File: config.mk
export PLATFORM = sky130hd
export DESIGN_NAME = result_select_pipe
export DESIGN_NICKNAME = d
export VERILOG_FILES = /design/src/rtl/alu_pkg.sv /design/src/rtl/pipe_skid_reg.sv /design/src/rtl/result_select_pipe.sv
export SDC_FILE = /design/constraint.sdc
export NUM_CORES = 1
export LEC_CHECK = 0
export ABC_AREA = 1
export BUFFER_PORTS_ARGS = -buffer_cell sky130_fd_sc_hd__buf_2
export CORE_AREA = 2 2 116 118
export CTS_CLUSTER_SIZE = 16
export DETAILED_ROUTE_END_ITERATION = 8
export DIE_AREA = 0 0 118 120
export PLACE_DENSITY = 0.78
export SYNTH_ARGS = -nofsm -noshare
export SYNTH_HDL_FRONTEND = slang
export SYNTH_SLANG_ARGS = --single-unit
File: constraint.sdc
create_clock -name clk -period 7.8 [get_ports clk]
set_clock_uncertainty 0.2 [all_clocks]
set_input_delay 1.17 -clock clk [delete_from_list [all_inputs] [get_ports clk]]
set_output_delay 1.17 -clock clk [all_outputs]
set_load 0.02 [all_outputs]
File: src/rtl/alu_pkg.sv
// +----------------------------------------------------------------------+
// | alu_pkg : ALU result-select encodings, skid states, width helpers    |
// | Revision: 1.0                                                         |
// +----------------------------------------------------------------------+
`default_nettype none

package alu_pkg;

   typedef enum logic [2:0] {
      ALU_ADD  = 3'd0,
      ALU_SUB  = 3'd1,
      ALU_XOR  = 3'd2,
      ALU_SLT  = 3'd3,
      ALU_AND  = 3'd4,
      ALU_NAND = 3'd5,
      ALU_NOR  = 3'd6,
      ALU_OR   = 3'd7
   } alu_sel_e;

   typedef enum logic [1:0] {
      SKID_EMPTY = 2'd0,
      SKID_ONE   = 2'd1,
      SKID_FULL  = 2'd2
   } skid_state_e;

   function automatic int clog2(input int value);
      int r;
      r = 0;
      for (int v = value - 1; v > 0; v = v >> 1) begin
         r = r + 1;
      end
      return r;
   endfunction

   // A single-channel build still needs a 1-bit select.
   function automatic int sel_width(input int n);
      return (clog2(n) < 1) ? 1 : clog2(n);
   endfunction

endpackage

`default_nettype wire

File: src/rtl/pipe_skid_reg.sv
// +----------------------------------------------------------------------+
// | pipe_skid_reg : 2-entry skid buffer, registered in_ready, 1-cycle    |
// | Revision: 1.0                                                         |
// +----------------------------------------------------------------------+
`default_nettype none

module pipe_skid_reg
   import alu_pkg::*;
#(
   parameter int DATA_W = 8
) (
   input  logic              clk,
   input  logic              reset,
   input  logic              in_valid,
   output logic              in_ready,
   input  logic [DATA_W-1:0] in_payload,
   output logic              out_valid,
   input  logic              out_ready,
   output logic [DATA_W-1:0] out_payload
);

   skid_state_e       state_q, state_d;
   logic [DATA_W-1:0] head_q, head_d;
   logic [DATA_W-1:0] skid_q, skid_d;
   logic              in_ready_q, in_ready_d;
   logic              w_push, w_pop;

   always_comb begin
      w_push     = in_valid && in_ready_q;
      w_pop      = (state_q != SKID_EMPTY) && out_ready;
      state_d    = state_q;
      head_d     = head_q;
      skid_d     = skid_q;
      case (state_q)
         SKID_EMPTY: begin
            if (w_push) begin
               head_d  = in_payload;
               state_d = SKID_ONE;
            end
         end
         SKID_ONE: begin
            if (w_push && w_pop) begin
               head_d = in_payload;
            end else if (w_push) begin
               skid_d  = in_payload;
               state_d = SKID_FULL;
            end else if (w_pop) begin
               state_d = SKID_EMPTY;
            end
         end
         SKID_FULL: begin
            if (w_pop) begin
               head_d  = skid_q;
               state_d = SKID_ONE;
            end
         end
         default: state_d = SKID_EMPTY;
      endcase
      // Registered look-ahead keeps out_ready off the in_ready output path.
      in_ready_d = (state_d != SKID_FULL);
   end

   always_ff @(posedge clk or posedge reset) begin
      if (reset) begin
         state_q    <= SKID_EMPTY;
         head_q     <= '0;
         skid_q     <= '0;
         in_ready_q <= 1'b0;
      end else begin
         state_q    <= state_d;
         head_q     <= head_d;
         skid_q     <= skid_d;
         in_ready_q <= in_ready_d;
      end
   end

   assign in_ready    = in_ready_q;
   assign out_valid   = (state_q != SKID_EMPTY);
   assign out_payload = head_q;

endmodule

`default_nettype wire

File: src/rtl/result_select_pipe.sv
// +----------------------------------------------------------------------+
// | result_select_pipe : channel select into a skid-buffered output      |
// | Optional zero flag port via macro RESULT_ZERO_FLAG_EN. Revision: 1.0  |
// +----------------------------------------------------------------------+
`default_nettype none

module result_select_pipe
   import alu_pkg::*;
#(
   parameter int WIDTH  = 32,
   parameter int NUM_IN = 8,
   localparam int SEL_W = sel_width(NUM_IN)
) (
   input  logic                    clk,
   input  logic                    reset,
   input  logic                    in_valid,
   output logic                    in_ready,
   input  logic [SEL_W-1:0]        sel,
   input  logic [NUM_IN*WIDTH-1:0] in_data,
   output logic                    out_valid,
   input  logic                    out_ready,
   output logic [WIDTH-1:0]        out_data,
   output logic [SEL_W-1:0]        out_sel,
   output logic                    sel_err
`ifdef RESULT_ZERO_FLAG_EN
   ,
   output logic                    zero
`endif
);

`ifdef RESULT_ZERO_FLAG_EN
   localparam int ZERO_W = 1;
`else
   localparam int ZERO_W = 0;
`endif
   localparam int PAY_W = WIDTH + SEL_W + 1 + ZERO_W;

   logic [WIDTH-1:0] w_sel_data;
   logic             w_sel_hit;
   logic             w_sel_err;
   logic [PAY_W-1:0] w_pay_in;
   logic [PAY_W-1:0] w_pay_out;

   // Out-of-range selects match no channel and fall through to zero data.
   always_comb begin
      w_sel_data = '0;
      w_sel_hit  = 1'b0;
      for (int i = 0; i < NUM_IN; i++) begin
         if (sel == SEL_W'(i)) begin
            w_sel_data = in_data[i*WIDTH +: WIDTH];
            w_sel_hit  = 1'b1;
         end
      end
      w_sel_err = !w_sel_hit;
   end

`ifdef RESULT_ZERO_FLAG_EN
   assign w_pay_in = {(w_sel_data == '0), w_sel_err, sel, w_sel_data};
   assign {zero, sel_err, out_sel, out_data} = w_pay_out;
`else
   assign w_pay_in = {w_sel_err, sel, w_sel_data};
   assign {sel_err, out_sel, out_data} = w_pay_out;
`endif

   pipe_skid_reg #(
      .DATA_W (PAY_W)
   ) u_skid (
      .clk         (clk),
      .reset       (reset),
      .in_valid    (in_valid),
      .in_ready    (in_ready),
      .in_payload  (w_pay_in),
      .out_valid   (out_valid),
      .out_ready   (out_ready),
      .out_payload (w_pay_out)
   );

endmodule

`default_nettype wire

# Word-level counts from Yosys, hierarchy flattened
# Index checks and enable logic that the tools add are counted.
# Widths: inputs -> output; s select.
# totals
register_bits	75
elab_cells	54
out_inout_bits	38
# classes
eq_ne	13
mux	26
n_reduce_logical	10
bitwise	1
# ops
operator	n
$mux 32	8
$mux 36	3
$pmux 36 s3	1
$eq 3x3->1 const B	4
$mux 2	5
$mux 1	8
$eq 3x2->1 const B	2
$ne 2x1->1 const B	3
$pmux 2 s3	1
$reduce_and 4->1	1
$eq 3x1->1 const B	1
$logic_and 1x1->1	3
$logic_not 3->1	1
$reduce_and 3->1	1
$reduce_bool 3->1	1
$eq 2x1->1 const B	1
$eq 2x2->1 const B	1
$logic_not 2->1	1
$ne 2x2->1 const B	1
$reduce_bool 2->1	1
$logic_not 1->1	1
$not 1->1	1

# Logic depth before layout (Yosys ltp)
# Gate-level depths: netlist of the first run.
# depth
word_depth	12
ltp_mapped	13

# Modules after synthesis
# A second synthesis of the first run with hierarchy kept.
# hier_totals
hier_cells	888
area_unflattened_um2	5645.4
# by_module_without_submodules
mod	cells_per_inst	seq_area_each_um2	area_per_inst_um2	n_inst
pipe_skid_reg	446	1876.8	3518.4	1
result_select_pipe	442	0.0	2127.0	1

# Worst setup path before layout of the first run
# Ideal clock, no wire load.
# synth_timing
path_type	in2reg
start	in sel[1]
end	reg u_skid.head_q[6], in the netlist u_skid.out_payload[6]
arrival_time_ps	2206
t_required_ps	7484
slack_ps	5278
cell_stages	11
setup_time_ps	116
path_cell_list	buf_4 -> buf_4 -> nand3_2 -> buf_2 -> nor2_1 -> nor2_1 -> nand4_1 -> nand2_1 -> nand3_1 -> nand2_1 -> nand2_1
# synth_via
elab_chain_cells	11
word_cells_on_any_way	19
cone_classes	eq/ne (7); mux (11); reduce/logical (1)
# synth_lines
item	line_no	rtl
from (decl)	result_select_pipe.sv:18	input logic [SEL_W-1:0] sel,
$logic_not 3->1	result_select_pipe.sv:49	if (sel == SEL_W'(i)) begin
$mux 32 (7 in series)	result_select_pipe.sv:49	
$mux 32 *	result_select_pipe.sv:49	
$mux 36 (on tied branches)	pipe_skid_reg.sv:42, pipe_skid_reg.sv:36	
$pmux 36 s3 *	pipe_skid_reg.sv:34	case (state_q)
to (signal assigned)	pipe_skid_reg.sv:66	head_q <= '0;
to (signal assigned)	pipe_skid_reg.sv:71	head_q <= head_d;
to (decl)	pipe_skid_reg.sv:23	logic [DATA_W-1:0] head_q, head_d;
# Mark *: on every way between the ends. The rest lies on a longest branch, timed or not. The select of a mux whose other input is x is not followed.
# A chain may end at the register's enable or synchronous reset.

# Final worst setup path of the first run
# layout_timing
start	in sel[0]
end	reg u_skid.head_q[26], in the netlist u_skid.out_payload[26]
# Same word-level chain as after synthesis.

==> impl_metrics.env, run 1 <==
export IMPL_fin_crit_sh=0.476
export IMPL_synth_simple_area_share=0.510
export IMPL_setup_violations=0
export IMPL_synth_xor_area_frac=0
export IMPL_die_y_um=120
export IMPL_async_reset_ff_frac=1.00
export IMPL_htree_levels=3
export IMPL_syn_nets=1175
export IMPL_p_int_mw=1.16
export IMPL_power_mw=1.97
export IMPL_worst_path_max_fanout=41
export IMPL_antenna_found_initial=0
export IMPL_synth_ff_type="dfrtp_1"
export IMPL_peakVddDrop_v=0.000152
export IMPL_synth_most_common_cell="nand2_1"
export IMPL_grt_max_degree=76
export IMPL_clock_path_buffers=2
export IMPL_synth_top_cell_area_share=0.337
export IMPL_timing_final_max_slew_violations=0
export IMPL_grt_pass1_wl_um=32900
export IMPL_fp_dieW_um=118
export IMPL_fp_dieArea_um2=14200
export IMPL_powerDensity_nw_per_um2=266
export IMPL_core_um2=13000
export IMPL_ctsRootBufferMaster="clkbuf_16"
export IMPL_avgSynthCellArea_um2=6.11
export IMPL_crit_type="in -> reg"
export IMPL_ctsResizeCount=0
export IMPL_synth_compound_area_frac=0.0552
export IMPL_grt_ovfl_total=0
export IMPL_fmax_mhz=270
export IMPL_startpoint_type="input port"
export IMPL_synthMuxAreaShare=0
export IMPL_fin_setup_tns_ns=0
export IMPL_post_cts_buffers=0
export IMPL_gp_congestion=0.930
export IMPL_yosys_warnings=0
export IMPL_cts_tree="yes"
export IMPL_synth_fa_ha_area_frac=0
export IMPL_port_buffers=300
export IMPL_routed_wl_um=20700
export IMPL_drc=0
export IMPL_status="finished clean"
export IMPL_numClockSinks=75
export IMPL_grt_pass1_vias=6632
export IMPL_maxSlewHeadroom=0.155
export IMPL_drive_gt1_frac=0.307
export IMPL_hold_buffers=0
export IMPL_p_sw_mw=0.812
export IMPL_p_clk_frac=0.226
export IMPL_synth_common_cells="316 x nand2_1, 160 x nor2_1, 75 x dfrtp_1"
export IMPL_pwr_share_comb=0.430
export IMPL_yosys_top_cells_area="dfrtp_1 34%, nand2_1 21%, nor2_1 11%, nand4_1 8.1%, nand3_1 6.4%"
export IMPL_hold_violations=0
export IMPL_vias=6911
export IMPL_cts_made_buffers=9
export IMPL_place_hpwl_um=15500
export IMPL_clock_latency_ns=0.33
export IMPL_worst_pin_slew_ns=1.27
export IMPL_area_growth_pct=32.8
export IMPL_rsz0062_at_grt="no"
export IMPL_design_area_um2=7400
export IMPL_period_minus_slack_ns=3.71
export IMPL_maxCapViolations=0
export IMPL_yosys_area_top_type="dfrtp_1"
export IMPL_ys_seq_elements=75
export IMPL_synth_edf_count=0
export IMPL_synthCells=912
export IMPL_rows=42
export IMPL_wl_per_cell_um=15.3
export IMPL_syn_area_um2=5570
export IMPL_synth_top_family_by_area="simple AND/OR/NAND/NOR gates"
export IMPL_min_path_type="reg -> reg"
export IMPL_cp_required_ns=7.83
export IMPL_diodes=0
export IMPL_p_seq_frac=0.344
export IMPL_cp_arrival_ns=3.74
export IMPL_grt_usage=0.295
export IMPL_start_util=0.429
export IMPL_drtIter0Drc=596
export IMPL_ant_nets=0
export IMPL_p_leak_nw=4.22
export IMPL_critPathCaptureType="flop"
export IMPL_power_share_switching=0.412
export IMPL_avgViaCountPerCell=5.12
export IMPL_dpl_cell_area_um2=7080
export IMPL_drt_pass1_iterations=5
export IMPL_ios=301
export IMPL_synthDistinctLibCells=24
export IMPL_setup_ws_ns=4.09
export IMPL_fin_nets=1433
export IMPL_place_ws_ns=3.75
export IMPL_synth_seq_area_share=0.337
export IMPL_clk_pin_slew_ns=0.06
export IMPL_fin_hold_ws_ns=0.273
-- sequential cells by signal, indices dropped and copies added (netlist names) --
| signal | count |
|---|---|
| u_skid.skid_q | 36 |
| u_skid.in_ready | 1 |
| u_skid.out_payload | 36 |
| u_skid.state_q | 2 |
-- worst max-delay path, cell delays in order --
cell     delay (ns)
buf_2          0.57
inv_2          0.27
nand3_2        0.62
inv_1          0.43
a21oi_1        0.24
nand4_1        0.11
nand2_1        0.10
nand2_1        0.05
nand2_1        0.08
nand2_1        0.04
-- power groups by stage --
| stage | Clock (mW) | Sequential, mW | Combinational [mW] |
|---|---|---|---|
| after detailed placement | 0 | 0.681 | 0.854 |
| after floorplan | 0 | 0.771 | 0.469 |
| after global routing | 0.473 | 0.698 | 0.957 |
| after global placement | 0 | 0.676 | 0.842 |
| final | 0.446 | 0.677 | 0.848 |
| after CTS | 0.453 | 0.677 | 0.856 |
-- stage by stage --
stage               utilization  cells
floorplan                     -    912
global placement          0.546   1335
detailed placement        0.546   1335
CTS                       0.570   1350
global route              0.570   1350
finish                    0.570   1350
-- cells in the final DEF (no fill, tap or decap), drive strengths merged --
| cell type | Yosys | routed |
|---|---|---|
| buf | 40 | 307 |
| dfrtp | 75 | 75 |
| a31oi | 23 | 23 |
| nand2 | 316 | 316 |
| a21oi | 15 | 15 |
| nor2 | 161 | 161 |
| or2 | 28 | 28 |
| o31ai | 1 | 1 |
| bufinv | 0 | 2 |
| nand3 | 73 | 73 |
| clkinvlp | 0 | 1 |
| nand4 | 72 | 72 |
| nor3 | 3 | 3 |
| clkbuf | 20 | 10 |
| inv | 71 | 70 |
| o21ai | 14 | 14 |
| clkinv | 0 | 3 |
-- routing by layer --
metal	GRT usage	wire length, um
met4	0.154	1130
met5	0	0
met2	0.513	10100
met3	0.0670	1530
met1	0.340	7920
-- layout make-up --
| type | instances | area, um2 |
|---|---|---|
| Fill cell | 1354 | 5580 |
| Clock inverter | 5 | 77.6 |
| Inverter | 71 | 270 |
| Tap cell | 176 | 220 |
| Sequential cell | 75 | 1880 |
| Multi-Input combinational cell | 706 | 3160 |
| Clock buffer | 10 | 239 |
| Timing Repair Buffer | 307 | 1550 |
-- logic make-up (layout without fill, tap and decap cells) --
| logic type | count (synthesis) | count (layout) |
|---|---|---|
| buffers and inverters | 131 | 393 |
| DFF | 75 | 75 |
| AOI/OAI and AO/OA | 53 | 53 |
| and+or+nand+nor | 653 | 653 |
-- path summary, 6_finish.rpt --
path	startpoint	endpoint	slack (ns)	cells past startpoint
setup / recovery	sel[0]	u_skid.out_payload[26]	4.09	10
hold / removal	u_skid.out_payload[23]	u_skid.out_payload[23]	0.27	2
setup reg to reg	u_skid.in_ready	u_skid.skid_q[32]	5.49	7
hold reg to reg	u_skid.out_payload[23]	u_skid.out_payload[23]	0.27	2
max in group asynchronous	reset	u_skid.out_payload[30]	5.84	3
min in group asynchronous	reset	u_skid.out_payload[17]	0.93	3
Note: power is estimated with default switching activity, not from simulation.
==> run 2: changes to the inputs <==
- ABC_AREA: 1 -> 0
- CORE_AREA: 2 2 116 118 -> unset
- CORE_ASPECT_RATIO: unset -> 0.9
- CORE_MARGIN: unset -> 2
- CORE_UTILIZATION: unset -> 41
- DIE_AREA: 0 0 118 120 -> unset
- PLACE_DENSITY: 0.78 -> 0.77
- clock period: 7.8 -> 3.41 ns (I/O delays scaled with it)
==> run 2 against run 1 <==
First-iteration DRC count rose by 12%. Non-clock buffer count grew 12. Synthesized area fell by 0.27%. Largest power group unchanged. Critical endpoint is now u_skid.out_payload[4].
==> impl_metrics.env, run 2 <==
export IMPL_grt_pass1_wl_um=31500
export IMPL_ctsResizeCount=0
export IMPL_rows=40
export IMPL_drc=0
export IMPL_async_reset_ff_frac=1.00
export IMPL_cpMaxStageDelayCell="dfrtp_1"
export IMPL_fin_setup_tns_ns=0
export IMPL_max_stage_delay_ns=0.71
export IMPL_rsz0062_at_grt="no"
export IMPL_cp_num_buf_inv=1
export IMPL_cts_tree="yes"
export IMPL_powerDensity_nw_per_um2=578
export IMPL_place_hpwl_um=16300
export IMPL_grt_usage=0.281
export IMPL_crit_chain="clkinv_1, or4_1, o21ai_0, a31oi_1"
export IMPL_crit_family="flip-flops"
export IMPL_p_sw_mw=1.73
export IMPL_synthCells=632
export IMPL_timing_final_max_slew_violations=0
export IMPL_fmax_mhz=387
export IMPL_p_seq_frac=0.356
export IMPL_wl_per_cell_um=19.8
export IMPL_hold_violations=0
export IMPL_grt_max_degree=51
export IMPL_synth_seq_area_share=0.338
export IMPL_synth_edf_count=0
export IMPL_synth_ff_type="dfrtp_1"
export IMPL_cp_required_ns=3.41
export IMPL_worst_path_max_fanout=19
export IMPL_syn_nets=895
export IMPL_post_cts_buffers=0
export IMPL_numClockSinks=75
export IMPL_ios=301
export IMPL_gp_congestion=0.967
export IMPL_period_minus_slack_ns=2.59
export IMPL_final_common_cell="buf_2"
export IMPL_drive_gt1_frac=0.421
export IMPL_maxCapViolations=0
export IMPL_drt_pass1_iterations=6
export IMPL_htree_levels=3
export IMPL_cp_arrival_ns=2.59
export IMPL_synth_most_common_cell="nand2_1"
export IMPL_clk_pin_slew_ns=0.06
export IMPL_port_buffers=300
export IMPL_n_fill_cell=1273
export IMPL_yosys_area_top_type="dfrtp_1"
export IMPL_setup_violations=0
export IMPL_ys_seq_elements=75
export IMPL_p_leak_nw=3.49
export IMPL_crit_type="reg -> reg"
export IMPL_critPathCaptureType="flop"
export IMPL_vias=6280
export IMPL_avgViaCountPerCell=5.85
export IMPL_maxSlewHeadroom=0.425
export IMPL_fin_crit_sh=0.758
export IMPL_power_share_switching=0.403
export IMPL_synthDistinctLibCells=48
export IMPL_core_um2=13300
export IMPL_fin_nets=1159
export IMPL_synth_common_cells="79 x nand2_1, 75 x dfrtp_1, 37 x nor2_1"
export IMPL_min_path_type="in -> async"
export IMPL_syn_area_um2=5560
export IMPL_fin_hold_ws_ns=0.145
export IMPL_grt_ovfl_total=0
export IMPL_pwr_share_comb=0.425
export IMPL_avgSynthCellArea_um2=8.79
export IMPL_fp_dieArea_um2=14500
export IMPL_peakVddDrop_v=0.000282
export IMPL_startpoint_type="flop"
export IMPL_clock_path_buffers=2
export IMPL_reg2reg_slack_ns=0.82
export IMPL_p_int_mw=2.56
export IMPL_grt_pass1_vias=5728
export IMPL_antenna_found_initial=5
export IMPL_die_y_um=114
export IMPL_routed_wl_um=21200
export IMPL_p_clk_frac=0.220
export IMPL_synth_top_cell_area_share=0.338
export IMPL_ant_nets=0
export IMPL_worst_pin_slew_ns=0.862
export IMPL_cts_made_buffers=9
export IMPL_start_util=0.417
export IMPL_layout_common_cells="299 x buf_2, 79 x nand2_1, 75 x dfrtp_1"
export IMPL_drtIter0Drc=666
export IMPL_fp_dieW_um=127
export IMPL_yosys_top_cells_area="dfrtp_1 34%, mux2i_1 5.6%, nand2_1 5.3%, mux2_2 5.1%, a221oi_1 3.6%"
export IMPL_hold_buffers=0
export IMPL_area_growth_pct=33.5
export IMPL_power_mw=4.29
export IMPL_yosys_warnings=0
export IMPL_status="finished clean"
export IMPL_ctsRootBufferMaster="clkbuf_16"
export IMPL_clock_latency_ns=0.34
## run 2: cell types whose count changed after synthesis, sizes merged, moves of 27 or more
cell / before / now
o21ai: 14 / 56
nand2: 316 / 79
or2: 28 / 1
mux2i: 0 / 31
nand4: 72 / 0
inv: 71 / 4
nand3: 73 / 24
nor2: 161 / 37
## run 2: area by class of cell
class / instances / area (um2) / area share
tap: 168 / 210 / 0.0283
clock inverter: 7 / 68.8 / 0.00928
timing repair buffer: 319 / 1670 / 0.225
inverter: 6 / 22.5 / 0.00304
sequential: 75 / 1880 / 0.253
antenna: 5 / 12.5 / 0.00169
multi-input combinational: 485 / 3330 / 0.449
clock buffer: 9 / 225 / 0.0304
## run 2: per-stage QoR
stage / area [um2] / utilization / cells / setup slack, ns
after floorplan: 5560 / - / 632 / 0.789
after global placement: 7110 / 0.534 / 1053 / 0.822
after detailed placement: 7110 / 0.534 / 1053 / 0.777
after CTS: 7400 / 0.556 / 1069 / 0.824
after global routing: 7420 / 0.557 / 1074 / 0.693
final: 7420 / 0.557 / 1074 / 0.825
## run 2: metal layers
layer	GRT usage	part of all wire
met5	0	0
met1	0.426	0.45
met2	0.400	0.44
met3	0.0589	0.087
met4	0.0908	0.026
## run 2: power groups by stage
| stage | Clock, mW | Combinational, mW | Sequential [mW] |
|---|---|---|---|
| 4_1_cts | 0.947 | 1.81 | 1.52 |
| 2_1_floorplan | 0 | 0.902 | 1.74 |
| 3_3_place_gp | 0 | 1.80 | 1.52 |
| 3_5_place_dp | 0 | 1.81 | 1.53 |
| 6_report | 0.942 | 1.82 | 1.53 |
| 5_1_grt | 0.988 | 1.98 | 1.57 |
## run 2: worst paths after layout
path | startpoint | to | cells after the start
setup / recovery | u_skid.state_q[1] | u_skid.out_payload[4] | 4
hold / removal | reset | u_skid.out_payload[5] | 2
setup reg to reg | u_skid.state_q[1] | u_skid.out_payload[4] | 4
hold reg to reg | u_skid.skid_q[3] | u_skid.skid_q[3] | 2
max in group asynchronous | reset | u_skid.out_payload[21] | 3
min in group clk | u_skid.skid_q[3] | u_skid.skid_q[3] | 2
## run 2: kinds of logic (layout without fill, tap and decap cells)
family / after synthesis / in the layout / share of synthesized area
DFF: 75 / 75 / 0.338
muxes: 64 / 64 / 0.139
and+or+nand+nor: 194 / 194 / 0.174
buffers and inverters: 72 / 341 / 0.0642
AOI/OAI and AO/OA: 227 / 227 / 0.286
other: 0 / 5 / 0
## run 2: worst reg2reg max path, delay by kind of cell (launching register included)
| kind | cells | cell delay (ns) |
|---|---|---|
| flops | 1 | 0.71 |
| simple gates | 1 | 0.68 |
| buf+inv | 1 | 0.71 |
| compound gates | 2 | 0.16 |
==> run 3: changes to the inputs <==
- ABC_AREA: 0 -> 1
- CORE_AREA: unset -> 2 2 117 119
- CORE_ASPECT_RATIO: 0.9 -> unset
- CORE_MARGIN: 2 -> unset
- CORE_UTILIZATION: 41 -> unset
- DIE_AREA: unset -> 0 0 119 121
- clock period: 3.41 -> 2.6 ns (I/O delays scaled with it)
==> run 3 against run 2 <==
Power is 39% higher. Die area fell by 0.73%. Largest cell class unchanged. Final area is 1.5% higher.
==> impl_metrics.env, run 3 (same netlist as run 1, synthesis figures left out) <==
export IMPL_status="finished clean"
export IMPL_hold_violations=0
export IMPL_maxSlewHeadroom=0.179
export IMPL_layout_common_cells="316 x nand2_1, 300 x buf_2, 159 x nor2_1"
export IMPL_grt_pass1_vias=6722
export IMPL_grt_ovfl_total=0
export IMPL_routed_wl_um=21200
export IMPL_wl_per_cell_um=15.6
export IMPL_startpoint_type="input port"
export IMPL_drtIter0Drc=540
export IMPL_design_area_um2=7530
export IMPL_maxCapViolations=0
export IMPL_cts_made_buffers=9
export IMPL_peakVddDrop_v=0.000525
export IMPL_wl_met1_um=8190
export IMPL_multiInputGateArea_um2=3160
export IMPL_start_util=0.426
export IMPL_met3_length_um=1410
export IMPL_dr_wl_met2_um=10900
export IMPL_diodes=0
export IMPL_worst_pin_slew_ns=1.23
export IMPL_setup_violations=0
export IMPL_grt_max_degree=71
export IMPL_reg2reg_to="u_skid.out_payload[13]"
export IMPL_crit_cells=10
export IMPL_ff2ff_path_depth=8
export IMPL_crit_type="in -> reg"
export IMPL_core_um2=13100
export IMPL_whs_path_depth=3
export IMPL_worstHoldEndpoint="u_skid.skid_q[8]"
export IMPL_antenna_found_initial=1
export IMPL_grt_usage=0.293
export IMPL_worst_path_max_fanout=32
export IMPL_p_leak_nw=4.28
export IMPL_critPathCaptureType="flop"
export IMPL_n_fill_cell=1310
export IMPL_timing_final_max_slew_violations=0
export IMPL_ctsResizeCount=0
export IMPL_clk_pin_slew_ns=0.06
export IMPL_hold_path_startpoint="in_data[232]"
export IMPL_crit_family="simple AND/OR/NAND/NOR gates"
export IMPL_die_y_um=121
export IMPL_fmax_mhz=457
export IMPL_gp_congestion=0.913
export IMPL_final_common_cell="nand2_1"
export IMPL_fp_dieArea_um2=14400
export IMPL_cp_common_cell="nand2_1"
export IMPL_period_minus_slack_ns=2.19
export IMPL_ios=301
export IMPL_reg2reg_slack_ns=0.67
export IMPL_powerDensity_nw_per_um2=795
export IMPL_drive_gt1_frac=0.310
export IMPL_regArea_um2=1880
export IMPL_clock_path_buffers=2
export IMPL_cts_tree="yes"
export IMPL_drc=0
export IMPL_drt_pass1_iterations=5
export IMPL_avgViaCountPerCell=5.11
export IMPL_cp_arrival_ns=2.26
export IMPL_fin_crit_sh=0.843
export IMPL_fin_nets=1440
export IMPL_rsz0062_at_grt="no"
export IMPL_min_path_type="in -> reg"
export IMPL_fp_dieW_um=119
export IMPL_htree_levels=3
export IMPL_rr_startpoint="u_skid.state_q[0]"
export IMPL_vias=6933
export IMPL_clock_latency_ns=0.33
export IMPL_grt_pass1_wl_um=33200
export IMPL_routed_top_layer="met5"
export IMPL_fin_setup_tns_ns=0
export IMPL_place_hpwl_um=16300
export IMPL_area_growth_pct=35.0
export IMPL_cpMaxStageDelayCell="nor2_2"
export IMPL_rows=42
export IMPL_dpl_cell_area_um2=7190
export IMPL_numClockSinks=75
export IMPL_ant_nets=0
export IMPL_cp_required_ns=2.67
export IMPL_max_stage_delay_ns=0.94
export IMPL_ctsRootBufferMaster="clkbuf_16"
export IMPL_cp_num_buf_inv=1
export IMPL_port_buffers=300
export IMPL_crit_chain="buf_2, nor2_2, nand3_1, nand2_1, nor2_1, nand4_1, nand2_1, nand3_1, nand2_1, nand2_1"
[run 3: changes by cell type in the layout (fill, tap and decap cells not counted), sizes merged, moves of 17 or more]
cell	previous run	this run
nand2	79	316
nor2	37	161
nand4	0	72
inv	4	72
nand3	24	73
o21ai	56	14
mux2i	31	0
or2	1	28
a211oi	25	0
a221oi	25	0
mux2	25	0
a22oi	21	0
o22a	17	0
[run 3: how the worst max path moves through the flow]
| stage | from | end | slack (ns) |
|---|---|---|---|
| final | sel[1] | u_skid.out_payload[13] | 0.41 |
| after global routing | sel[1] | u_skid.out_payload[14] | 0.20 |
| after CTS | sel[1] | u_skid.out_payload[13] | 0.42 |
| after detailed placement | sel[1] | u_skid.out_payload[0] | 0.08 |
| after global placement | sel[1] | u_skid.out_payload[28] | 0.08 |
| after floorplan | reset | u_skid.in_ready | 0.10 |
[run 3: where the power goes]
group | internal (mW) | switching [mW]
combinational | 0.928 | 1.67
sequential | 1.73 | 0.306
clock | 0.866 | 0.481
[run 3: worst register-to-register path: cells and delay by family, from the launching register on]
kind | cells | cell delay (ns)
buffers and inverters | 2 | 0.57
AO/OA/AOI/OAI | 1 | 0.10
flip-flops | 1 | 0.40
AND/OR/NAND/NOR | 5 | 0.57
[run 3: metrics by stage]
stage	power (mW)	utilization	setup WS, ns	hold WS, ns	std cells
after floorplan	3.72	-	0.100	0.250	912
final	5.98	0.575	0.410	0.143	1358
after detailed placement	4.65	0.550	0.0840	0.263	1341
after CTS	6.02	0.575	0.421	0.135	1358
after global placement	4.60	0.550	0.0818	0.260	1341
after global routing	6.43	0.575	0.200	0.149	1358
[run 3: per-layer routing]
layer,GRT usage,vias up
met3,0.0550,50
met2,0.553,332
met4,0.106,2
met5,0,-
li1,-,3454
met1,0.328,3095
[run 3: timing repair]
item	CTS	global route
hold endpoints to repair	24	0
setup buffers	0	0
hold buffers	1	0
[run 3: layout make-up]
class | count | share of cell area
clock buffers | 10 | 0.0318
clock inverters | 6 | 0.0115
inverters | 71 | 0.0357
multi-input cells | 706 | 0.420
flip-flops and latches | 75 | 0.249
well taps | 176 | 0.0293
repair buffers | 314 | 0.222
